## src/rtl/apb_cmd_bridge.sv

```systemverilog
// Command-to-APB bridge: runs one bench command as zero, one or two APB transfers to the
// WDT (slot 0) or memory (slot 1), keeps per-slot read data and owns the CPU run flag.
module apb_cmd_bridge #(
  parameter int ADDR_W  = 8,
  parameter int DATA_W  = 32,
  parameter int TIMEOUT = 16
) (
  input  logic              clk,
  input  logic              reset,
  input  logic              cmd_valid,
  output logic              cmd_ready,
  input  logic [2:0]        opcode,
  input  logic [2:0]        opcode_2,
  input  logic [ADDR_W-1:0] addr,
  input  logic [ADDR_W-1:0] addr_2,
  input  logic [DATA_W-1:0] data,
  input  logic [DATA_W-1:0] data_2,
  output logic              cmd_done,
  output logic              cmd_err,
  output logic [DATA_W-1:0] prdata_0,
  output logic [DATA_W-1:0] prdata_1,
  output logic [1:0]        psel,
  output logic              penable,
  output logic              pwrite,
  output logic [ADDR_W-1:0] paddr,
  output logic [DATA_W-1:0] pwdata,
  input  logic [DATA_W-1:0] prdata_s0,
  input  logic [DATA_W-1:0] prdata_s1,
  input  logic              pready_s0,
  input  logic              pready_s1,
  input  logic              pslverr_s0,
  input  logic              pslverr_s1,
  input  logic              wdt_timeout,
  output logic              wdt_trigger_reset,
  input  logic              cpudone,
  output logic              run
);

  localparam int CNT_W = (TIMEOUT > 2) ? $clog2(TIMEOUT) : 1;
  localparam logic [CNT_W-1:0] LAST_WAIT = CNT_W'(TIMEOUT - 1);

  localparam logic [2:0] OP_WRITE = 3'b001;
  localparam logic [2:0] OP_READ  = 3'b010;
  localparam logic [2:0] OP_RAMW  = 3'b011;
  localparam logic [2:0] OP_RUN   = 3'b100;

  typedef enum logic [2:0] {IDLE, SETUP, ACCESS, SETUP2, ACCESS2, DONE} state_t;
  state_t state, state_nxt;

  logic [2:0]        op_q, op2_q;
  logic [ADDR_W-1:0] addr_q, addr2_q;
  logic [DATA_W-1:0] data_q, data2_q;
  logic [CNT_W-1:0]  wait_cnt;
  logic              err_q;
  logic              accept, active, phase2, in_access, slot;
  logic              sel_ready, sel_err, expired;

  assign cmd_ready = (state == IDLE) && !reset;
  assign accept    = cmd_valid && cmd_ready;
  assign cmd_done  = (state == DONE);
  assign cmd_err   = (state == DONE) && err_q;

  always_ff @(posedge clk or posedge reset) begin
    if (reset) state <= IDLE;
    else       state <= state_nxt;
  end

  always_comb begin
    state_nxt = state;
    active    = (state != IDLE) && (state != DONE);
    phase2    = (state == SETUP2) || (state == ACCESS2);
    in_access = (state == ACCESS) || (state == ACCESS2);
    slot      = phase2 ? addr2_q[ADDR_W-1] : addr_q[ADDR_W-1];
    sel_ready = slot ? pready_s1 : pready_s0;
    sel_err   = slot ? pslverr_s1 : pslverr_s0;
    expired   = in_access && !sel_ready && (wait_cnt == LAST_WAIT);
    psel      = '0;
    penable   = 1'b0;
    pwrite    = 1'b0;
    paddr     = '0;
    pwdata    = '0;
    // APB fields are driven only while a slave is selected, so IDLE/DONE show zeros
    if (active) begin
      psel    = slot ? 2'b10 : 2'b01;
      penable = in_access;
      pwrite  = phase2 || (op_q != OP_READ);
      paddr   = phase2 ? addr2_q : addr_q;
      pwdata  = phase2 ? data2_q : data_q;
    end
    case (state)
      IDLE:    if (accept)
                 state_nxt = (opcode inside {OP_WRITE, OP_READ, OP_RAMW}) ? SETUP : DONE;
      SETUP:   state_nxt = ACCESS;
      ACCESS:  if (sel_ready)
                 state_nxt = (op_q == OP_RAMW && op2_q == OP_WRITE && !sel_err) ? SETUP2 : DONE;
               else if (expired)
                 state_nxt = DONE;
      SETUP2:  state_nxt = ACCESS2;
      ACCESS2: if (sel_ready || expired) state_nxt = DONE;
      DONE:    state_nxt = IDLE;
      default: state_nxt = IDLE;
    endcase
  end

  always_ff @(posedge clk or posedge reset) begin
    if (reset) begin
      wait_cnt          <= '0;
      err_q             <= 1'b0;
      prdata_0          <= '0;
      prdata_1          <= '0;
      run               <= 1'b0;
      wdt_trigger_reset <= 1'b0;
    end else begin
      wdt_trigger_reset <= wdt_timeout;
      if (cpudone)                           run <= 1'b0;
      else if (accept && opcode == OP_RUN)   run <= 1'b1;
      wait_cnt <= (in_access && !sel_ready) ? wait_cnt + 1'b1 : '0;
      // opcode-level errors are known at acceptance; bus errors accumulate afterwards
      if (accept)
        err_q <= (opcode > OP_RUN) || (opcode == OP_RAMW && opcode_2 != OP_WRITE);
      else if (expired || (in_access && sel_ready && sel_err))
        err_q <= 1'b1;
      if (state == ACCESS && sel_ready && !sel_err && op_q == OP_READ) begin
        if (slot) prdata_1 <= prdata_s1;
        else      prdata_0 <= prdata_s0;
      end
    end
  end

  always_ff @(posedge clk) begin
    if (accept) begin
      op_q    <= opcode;
      op2_q   <= opcode_2;
      addr_q  <= addr;
      addr2_q <= addr_2;
      data_q  <= data;
      data2_q <= data_2;
    end
  end

endmodule

```

## config.mk

```make
export PLATFORM = sky130hd
export DESIGN_NAME = apb_cmd_bridge
export DESIGN_NICKNAME = d
export VERILOG_FILES = /design/src/rtl/apb_cmd_bridge.sv
export SDC_FILE = /design/constraint.sdc
export NUM_CORES = 1
export LEC_CHECK = 0
export CAP_MARGIN = 20
export CORE_ASPECT_RATIO = 0.8
export CORE_MARGIN = 2
export CORE_UTILIZATION = 43
export CTS_CLUSTER_DIAMETER = 40
export CTS_CLUSTER_SIZE = 8
export DETAILED_ROUTE_END_ITERATION = 10
export PLACE_DENSITY = 0.81
export SLEW_MARGIN = 20
export SYNTH_ARGS = -nofsm -noshare
export SYNTH_HDL_FRONTEND = slang
export SYNTH_SLANG_ARGS = --single-unit
```

## constraint.sdc

```tcl
create_clock -name clk -period 4.1 [get_ports clk]
set_input_delay 0.615 -clock clk [delete_from_list [all_inputs] [get_ports clk]]
set_output_delay 0.615 -clock clk [all_outputs]
set_load 0.01 [all_outputs]
```

======== Word level (Yosys, flattened, before mapping) ========
Cells that the tools add are included.
word-level totals
  bits in registers ....................... 160
  bits in latches ......................... 0
  RAM bits ................................ 0
  bits in read-only memories .............. 0
  output and inout port bits .............. 113
  word-level logic and storage cells ...... 90
  memories ................................ 0
cells by class
  add/sub/neg operators ................... 1
  multiply operators ...................... 0
  div/mod/pow operators ................... 0
  $lt $le $gt $ge ......................... 1
  equality and inequality tests ........... 19
  shift operators ......................... 0
  mux-type cells .......................... 23
  bitwise gates (word level) .............. 1
  reduce and logical (&&, ||, !) cells .... 32
operators with widths
  operator                                                count
  two-way mux 32 bit                                      2
  == test 3 x 2 -> 1 bit (second input constant)          6
  two-way mux 3 bit                                       6
  two-way mux 8 bit                                       2
  logical AND 1 bit                                       15
  one-hot mux 3 bit (5 select lines)                      1
  == test 3 x 1 -> 1 bit (second input constant)          3
  == test 3 bit (second input constant)                   3
  two-way mux 1 bit                                       9
  logical OR 1 bit                                        6
  inequality test 3 bit (second input constant)           2
  nonzero test 3 bit                                      2
  adder 4 x 1 -> 4 bit (second input constant)            1
  == test 4 bit (second input constant)                   1
  two-way mux 2 bit                                       2
  two-way mux 4 bit                                       1
  AND reduction 2 bit                                     2
  nonzero test 2 bit                                      2
  greater-than comparator 3 bit (second input constant)   1
  logical NOT 1 bit                                       3
  logical NOT 3 bit                                       1
  inequality test 3 x 1 -> 1 bit (second input constant)  1
  inequality test 3 x 2 -> 1 bit (second input constant)  1
  AND reduction 3 bit                                     1
  3 further kinds                                         3

======== Depth between registers and ports, before layout ========
Gate-level depths: netlist of run 1.
  depth in word-level cells ............... 10
  depth in mapped cells ................... 8

======== Worst setup path before layout of run 1 ========
OpenSTA, ideal clock, no wires.
  kind .................................... input to register
  from .................................... input port reset
  to ...................................... register addr2_q[0], enable pin
  library setup time ...................... 0.457 ns
  arrival ................................. 4.505 ns
  data required time ...................... 3.643 ns
  setup slack ............................. -0.862 ns
  stages .................................. 2
  cells stage by stage .................... inv_1 -> and3_1
between the ends
  word-level cells in the longest chain between the ends .. 3
RTL lines
  element                      line  RTL
  from (decl)                  9     input logic reset,
  logical NOT 1 bit (no line)  --
  logical AND 1 bit            58    assign cmd_ready = (state == IDLE) && !reset;
  logical AND 1 bit            59    assign accept = cmd_valid && cmd_ready;
  net accept                   55    logic accept, active, phase2, in_access, slot;
  to (signal assigned)         135   addr2_q <= addr_2;
  to (decl)                    51    logic [ADDR_W-1:0] addr_q, addr2_q;
The timed path passes the listed nets, and every way through them passes these cells.
A chain may end at the register's enable or synchronous reset.

======== Worst setup path in the final report of run 1 ========
  from .................................... register state[1]
  to ...................................... output port paddr[1]
between the ends
  word-level cells in the longest chain between the ends .. 4
RTL lines
  element                                                         line  RTL
  from (decl)                                                     48    state_t state, state_nxt;
  from (signal assigned)                                          65    else state <= state_nxt;
  == test 3 x 2 -> 1 bit / == test 3 bit (equally long branches)  71    phase2 = (state == SETUP2) || (state == ACCESS2);
  logical OR 1 bit                                                71
  two-way mux 8 bit                                               87    paddr = phase2 ? addr2_q : addr_q;
  two-way mux 8 bit *                                             83    if (active) begin
  to (decl)                                                       25    output logic [ADDR_W-1:0] paddr,
Every way passes the cells marked *; elsewhere a longest branch is shown, timed or not.

==> impl_metrics.tcl, run 1 <==
set metrics [dict create \
    drive_gt1_frac 0.150 \
    yosysSeqAreaShare 0.687 \
    synth_nets 615 \
    yosys_register_bits 160 \
    cts_hold_buf 0 \
    n_antenna_cell 0 \
    synth.area.top_cells "edfxtp_1, dfrtp_1, mux2_4" \
    critPathArrivalTime_ps 3060 \
    final_common_cell "clkdlybuf4s50_1" \
    p_leak_nw 4.01 \
    clk_path_buf_depth 2 \
    synth_warnings 0 \
    post-place-ws_ps 854 \
    rsz0062_at_grt "false" \
    grt_pass1_vias 4791 \
    areaGrowthSynthToFinish_pct 53.6 \
    period_needed_ps 3680 \
    hold_path.class "flip-flop to flip-flop" \
    cts.repair.resized 0 \
    yosys_most_used_dff "edfxtp_1" \
    synthCells 455 \
    tns_ps 0 \
    final_hold_viol_count 0 \
    grt_use_total 0.203 \
    required_ps 3480 \
    remaining_drc_errors 0 \
    crit_family "simple AND/OR/NAND/NOR gates" \
    grt_max_degree 76 \
    die_x_um 141 \
    worst_setup_path_start_kind "flip-flop" \
    mostFrequentLayoutCells "clkdlybuf4s50_1, nand2_1, edfxtp_1, dfrtp_1, a21oi_1" \
    synth.lib_cells_used.distinct 45 \
    cts_tree "built" \
    rows 40 \
    wire_per_inst_um 17.3 \
    syn_area_um2 6450 \
    synth_area_leader_cell "edfxtp_1" \
    fin_crit_sh 0.897 \
    path_clk_slew_ps 60 \
    crit_buf_inv 2 \
    max_stage_delay_ps 680 \
    slowest_stage "dfrtp_1" \
    dp_cells 898 \
    post-route-util 0.667 \
    finalSetupViolCount 0 \
    die_h_um 114 \
    clock_skew_ps 13.1 \
    postRouteAntennaNets 0 \
    synth_area_per_cell_um2 14.2 \
    fin_ws_ps 421 \
    ios 272 \
    antenna_found_initial 0 \
    gp_congestion 0.839 \
    synthArstFlopShare 0.463 \
    via_per_inst 4.93 \
    cts_max_level 4 \
    critPathKind "flip-flop to primary output" \
    drt_wl_total_um 16000 \
    path_cells "or3b_4, nor2b_4, buf_4, nand2_1, a21oi_1, clkdlybuf4s50_1" \
    cts_made_buffers 17 \
    final_cells 930 \
    clock_latency_ps 420 \
    grt_pass1_wl_um 25000 \
    max_clock_freq_ghz 0.272 \
    die_area_um2 16000 \
    core_area_um2 14900 \
    cts.sinks 160 \
    synth_top_area_frac 0.400 \
    pwr_density_cell_nw_per_um2 632 \
    end_kind "primary output" \
    post_cts.repair.setup_buffers 0 \
    maxSlewViolCount 0 \
    start_util 0.434 \
    first_pass_iters 4 \
    layout.nets 888 \
    portBuffers 271 \
    max_slew_margin 0.315 \
    maxCapViolations 0 \
    drtIter0Drc 226 \
    cp_max_fo 30 \
    root_buffer "clkbuf_16" \
    tightest_slew_ps 1030 \
    ir_drop_uv 338 \
    synth-edff-count 86 \
    vias 4582 \
    grt-ovfl-total 0 \
    fillCellCount 1087 \
    status "complete, no violations" \
    hpwl_um 11300 \
]
[power breakdown]
group | internal [mW] | switching (mW) | leakage (nW)
combinational | 1.36 | 1.15 | 1.95
sequential | 2.01 | 0.179 | 1.76
clock | 0.953 | 0.613 | 0.296
[registers in the layout, summed over array words and instances (netlist names)]
register / flops
run: 1
prdata_0: 32
prdata_1: 32
state: 3
data_q: 32
wait_cnt: 4
addr_q: 8
addr2_q: 8
op_q: 3
err_q: 1
wdt_trigger_reset: 1
data2_q: 32
op2_q: 3
[layer usage]
metal  up-vias  share of wire  GRT usage
met4         0          0.022     0.0773
met2       171           0.51      0.344
met1      2213           0.40      0.241
met5         -              0          0
li1       2170              -          -
met3        28          0.065     0.0688
[final timing paths]
kind | cells after the start | slack, ps | startpoint | end
max | 6 | 420 | state[1] | paddr[1]
min in group asynchronous | 3 | 870 | reset | state[2]
min reg2reg | 1 | 480 | wait_cnt[0] | wait_cnt[0]
max reg2reg | 5 | 1240 | state[1] | prdata_1[26]
min | 1 | 480 | wait_cnt[0] | wait_cnt[0]
max in group asynchronous | 3 | 2610 | reset | prdata_0[4]
[Yosys cell counts (2+ instances only)]
cell / number
o21a_1: 2
buf_4: 2
xnor2_1: 2
mux2_2: 33
nand2_1: 88
o21ai_0: 3
nor4_1: 2
nor2_1: 17
nand3_1: 6
nand2b_1: 3
and3_1: 2
a21o_1: 2
nor3_1: 8
buf_6: 7
mux2_4: 30
inv_1: 3
clkbuf_1: 13
nor2b_1: 3
nand4_1: 2
buf_2: 2
dfrtp_1: 74
a21oi_1: 42
edfxtp_1: 86
a31oi_1: 2
[cell type report]
cell class | instances | area [µm²] | share of cell area
Clock buffer | 22 | 479 | 0.0483
Clock inverter | 10 | 109 | 0.0110
Sequential cell | 160 | 4430 | 0.447
Multi-Input combinational cell | 268 | 1880 | 0.190
Timing Repair Buffer | 278 | 2770 | 0.279
Tap cell | 189 | 236 | 0.0238
Inverter | 3 | 11.3 | 0.00114
[stage by stage]
stage | area [µm²] | hold slack, ps | power, mW
global route | 9920 | 518 | 6.57
floorplan | 6460 | 433 | 3.36
global placement | 9330 | 447 | 4.67
detailed placement | 9330 | 472 | 4.73
finish | 9920 | 481 | 6.27
CTS | 9920 | 480 | 6.32
[cell families after synthesis]
group | after synthesis | synth area share
xor gates and xnor gates | 3 | 0.00407
muxes | 65 | 0.131
DFF | 160 | 0.687
buffers and inverters | 27 | 0.0254
adders and majority gates | 1 | 0.00194
AOI/OAI and AO/OA | 60 | 0.0558
and+or+nand+nor | 139 | 0.0952
Power figures use the tool's default switching activity.
==> inputs of run 2 (changes only) <==
Settings changed: SETUP_SLACK_MARGIN set to 0.15.
==> run 2 against run 1 <==
- global-route usage is essentially flat
- design area shrank 0.11%
- clock power shrank 4%
- utilization shrank 0.076 points
- sequential cell count is the same
- wire length grew 3.1%
- critical path depth shrank 1
- via count grew 1.5%
- die area is the same
- critical endpoint is now pwdata[27]
- largest cell class unchanged
==> impl_metrics.tcl, run 2 (synthesis results as in run 1) <==
set metrics [dict create \
    drtIter0Drc 398 \
    tns_ps 0 \
    multiInputGateArea_um2 1890 \
    start_util 0.434 \
    cts_made_buffers 17 \
    switching_share 0.317 \
    min_from "wait_cnt[0]" \
    cts_hold_buf 0 \
    p_comb_frac 0.409 \
    wire_per_inst_um 17.8 \
    cts_tree "built" \
    cts.sinks 160 \
    die_h_um 114 \
    finalSetupViolCount 0 \
    critPathKind "flip-flop to primary output" \
    grt_use_total 0.202 \
    endpoint "pwdata[27]" \
    pwr_density_cell_nw_per_um2 630 \
    p_leak_nw 3.99 \
    ir_drop_uv 347 \
    tightest_slew_ps 1040 \
    clk_path_buf_depth 2 \
    grt_pass1_vias 4726 \
    regToRegEndpoint "prdata_1[23]" \
    fin_crit_sh 0.876 \
    pwr-share-seq 0.351 \
    required_ps 3480 \
    cp_max_fo 17 \
    r2r-start "state[1]" \
    postRouteAntennaNets 0 \
    hpwl_um 11700 \
    crit_family "simple AND/OR/NAND/NOR gates" \
    fin_ws_ps 508 \
    final_common_cell "clkdlybuf4s50_1" \
    post-place-ws_ps 821 \
    power.internal_mw 4.27 \
    hold_path.class "flip-flop to flip-flop" \
    timing.hold.ws_ps 472 \
    final_hold_viol_count 0 \
    cts_max_level 4 \
    layout.nets 888 \
    maxSlewViolCount 0 \
    grt_pass1_wl_um 24900 \
    post_cts.repair.setup_buffers 0 \
    min_path_cells 1 \
    max_slew_margin 0.305 \
    slowest_stage "nor2b_2" \
    root_buffer "clkbuf_16" \
    areaGrowthSynthToFinish_pct 53.5 \
    rrSetupSlack_ps 1170 \
    maxCapViolations 0 \
    portBuffers 271 \
    clock_latency_ps 420 \
    clock_skew_ps 8.60 \
    remaining_drc_errors 0 \
    cp.depth 5 \
    drive_gt1_frac 0.149 \
    status "complete, no violations" \
    rsz0062_at_grt "false" \
    critPathArrivalTime_ps 2980 \
    grt_max_degree 90 \
    power.share.clock 0.240 \
    power_mw 6.24 \
    mostFrequentLayoutCells "clkdlybuf4s50_1, nand2_1, edfxtp_1, dfrtp_1, a21oi_1" \
    first_pass_iters 4 \
    die_x_um 141 \
    gp_congestion 0.814 \
    die_area_um2 16000 \
    p_sw_mw 1.98 \
    regArea_um2 4430 \
    antenna_found_initial 0 \
    cp-startpoint "state[1]" \
    core_area_um2 14900 \
    ios 272 \
    grt-ovfl-total 0 \
    rows 40 \
    path_cells "or3b_4, nor2b_2, nand2_1, a21oi_1, clkdlybuf4s50_1" \
    crit_buf_inv 1 \
    cts.repair.resized 0 \
    post-route-util 0.666 \
    fillCellCount 1059 \
    period_needed_ps 3590 \
    max_clock_freq_ghz 0.278 \
    end_kind "primary output" \
    drt_wl_total_um 16500 \
    vias 4651 \
    worst_setup_path_start_kind "flip-flop" \
    via_per_inst 5.01 \
    max_stage_delay_ps 710 \
    r2r_cells 5 \
    n_antenna_cell 0 \
    path_clk_slew_ps 60 \
]
-- run 2: changes by cell type in the layout (fill, tap and decap cells not counted) --
cell        change
inv_6           +1
bufinv_16       -1
buf_12          +1
inv_2           -1
clkinv_2        -2
clkinvlp_4      +2
buf_4           -2
clkinv_4        -2
nor2b_2         +1
inv_4           +2
-- run 2: power by group through the flow --
| stage | Combinational, mW | Sequential (mW) | Clock [mW] |
|---|---|---|---|
| final | 2.56 | 2.19 | 1.50 |
| after global routing | 2.73 | 2.23 | 1.60 |
| after CTS | 2.56 | 2.19 | 1.53 |
| after detailed placement | 2.54 | 2.22 | 0 |
| after global placement | 2.50 | 2.19 | 0 |
| after floorplan | 1.12 | 2.24 | 0 |
-- run 2: worst register-to-register path, cell delays in order (launching register included) --
cell	delay, ps
dfrtp_1	700
and3b_2	380
o32a_2	230
nand2_1	80
or3_2	930
mux2_4	480
-- run 2: layout make-up --
cell class	count	area share
clock buffers	22	0.0484
clock inverters	9	0.00808
inverters	3	0.00152
multi-input cells	269	0.191
flip-flops and latches	160	0.448
well taps	189	0.0239
repair buffers	277	0.280
-- run 2: worst min-delay path by stage --
stage,to,slack (ps)
3_5_place_dp,wait_cnt[0],470
2_1_floorplan,wait_cnt[0],430
3_3_place_gp,wait_cnt[0],450
5_1_grt,wait_cnt[0],500
4_1_cts,wait_cnt[0],470
6_report,wait_cnt[0],470
-- run 2: metrics by stage --
step	instance area [µm²]	std cells
6_report	9910	929
5_1_grt	9910	929
3_3_place_gp	9320	896
3_5_place_dp	9320	896
2_1_floorplan	6460	455
4_1_cts	9880	927
-- run 2: per-layer routing --
metal  part of all wire  vias to the layer above  GRT usage
met5                  0                        -          0
met3              0.047                       31     0.0533
met2               0.51                      145      0.342
li1                   -                     2172          -
met4              0.024                        0     0.0767
met1               0.41                     2303      0.253
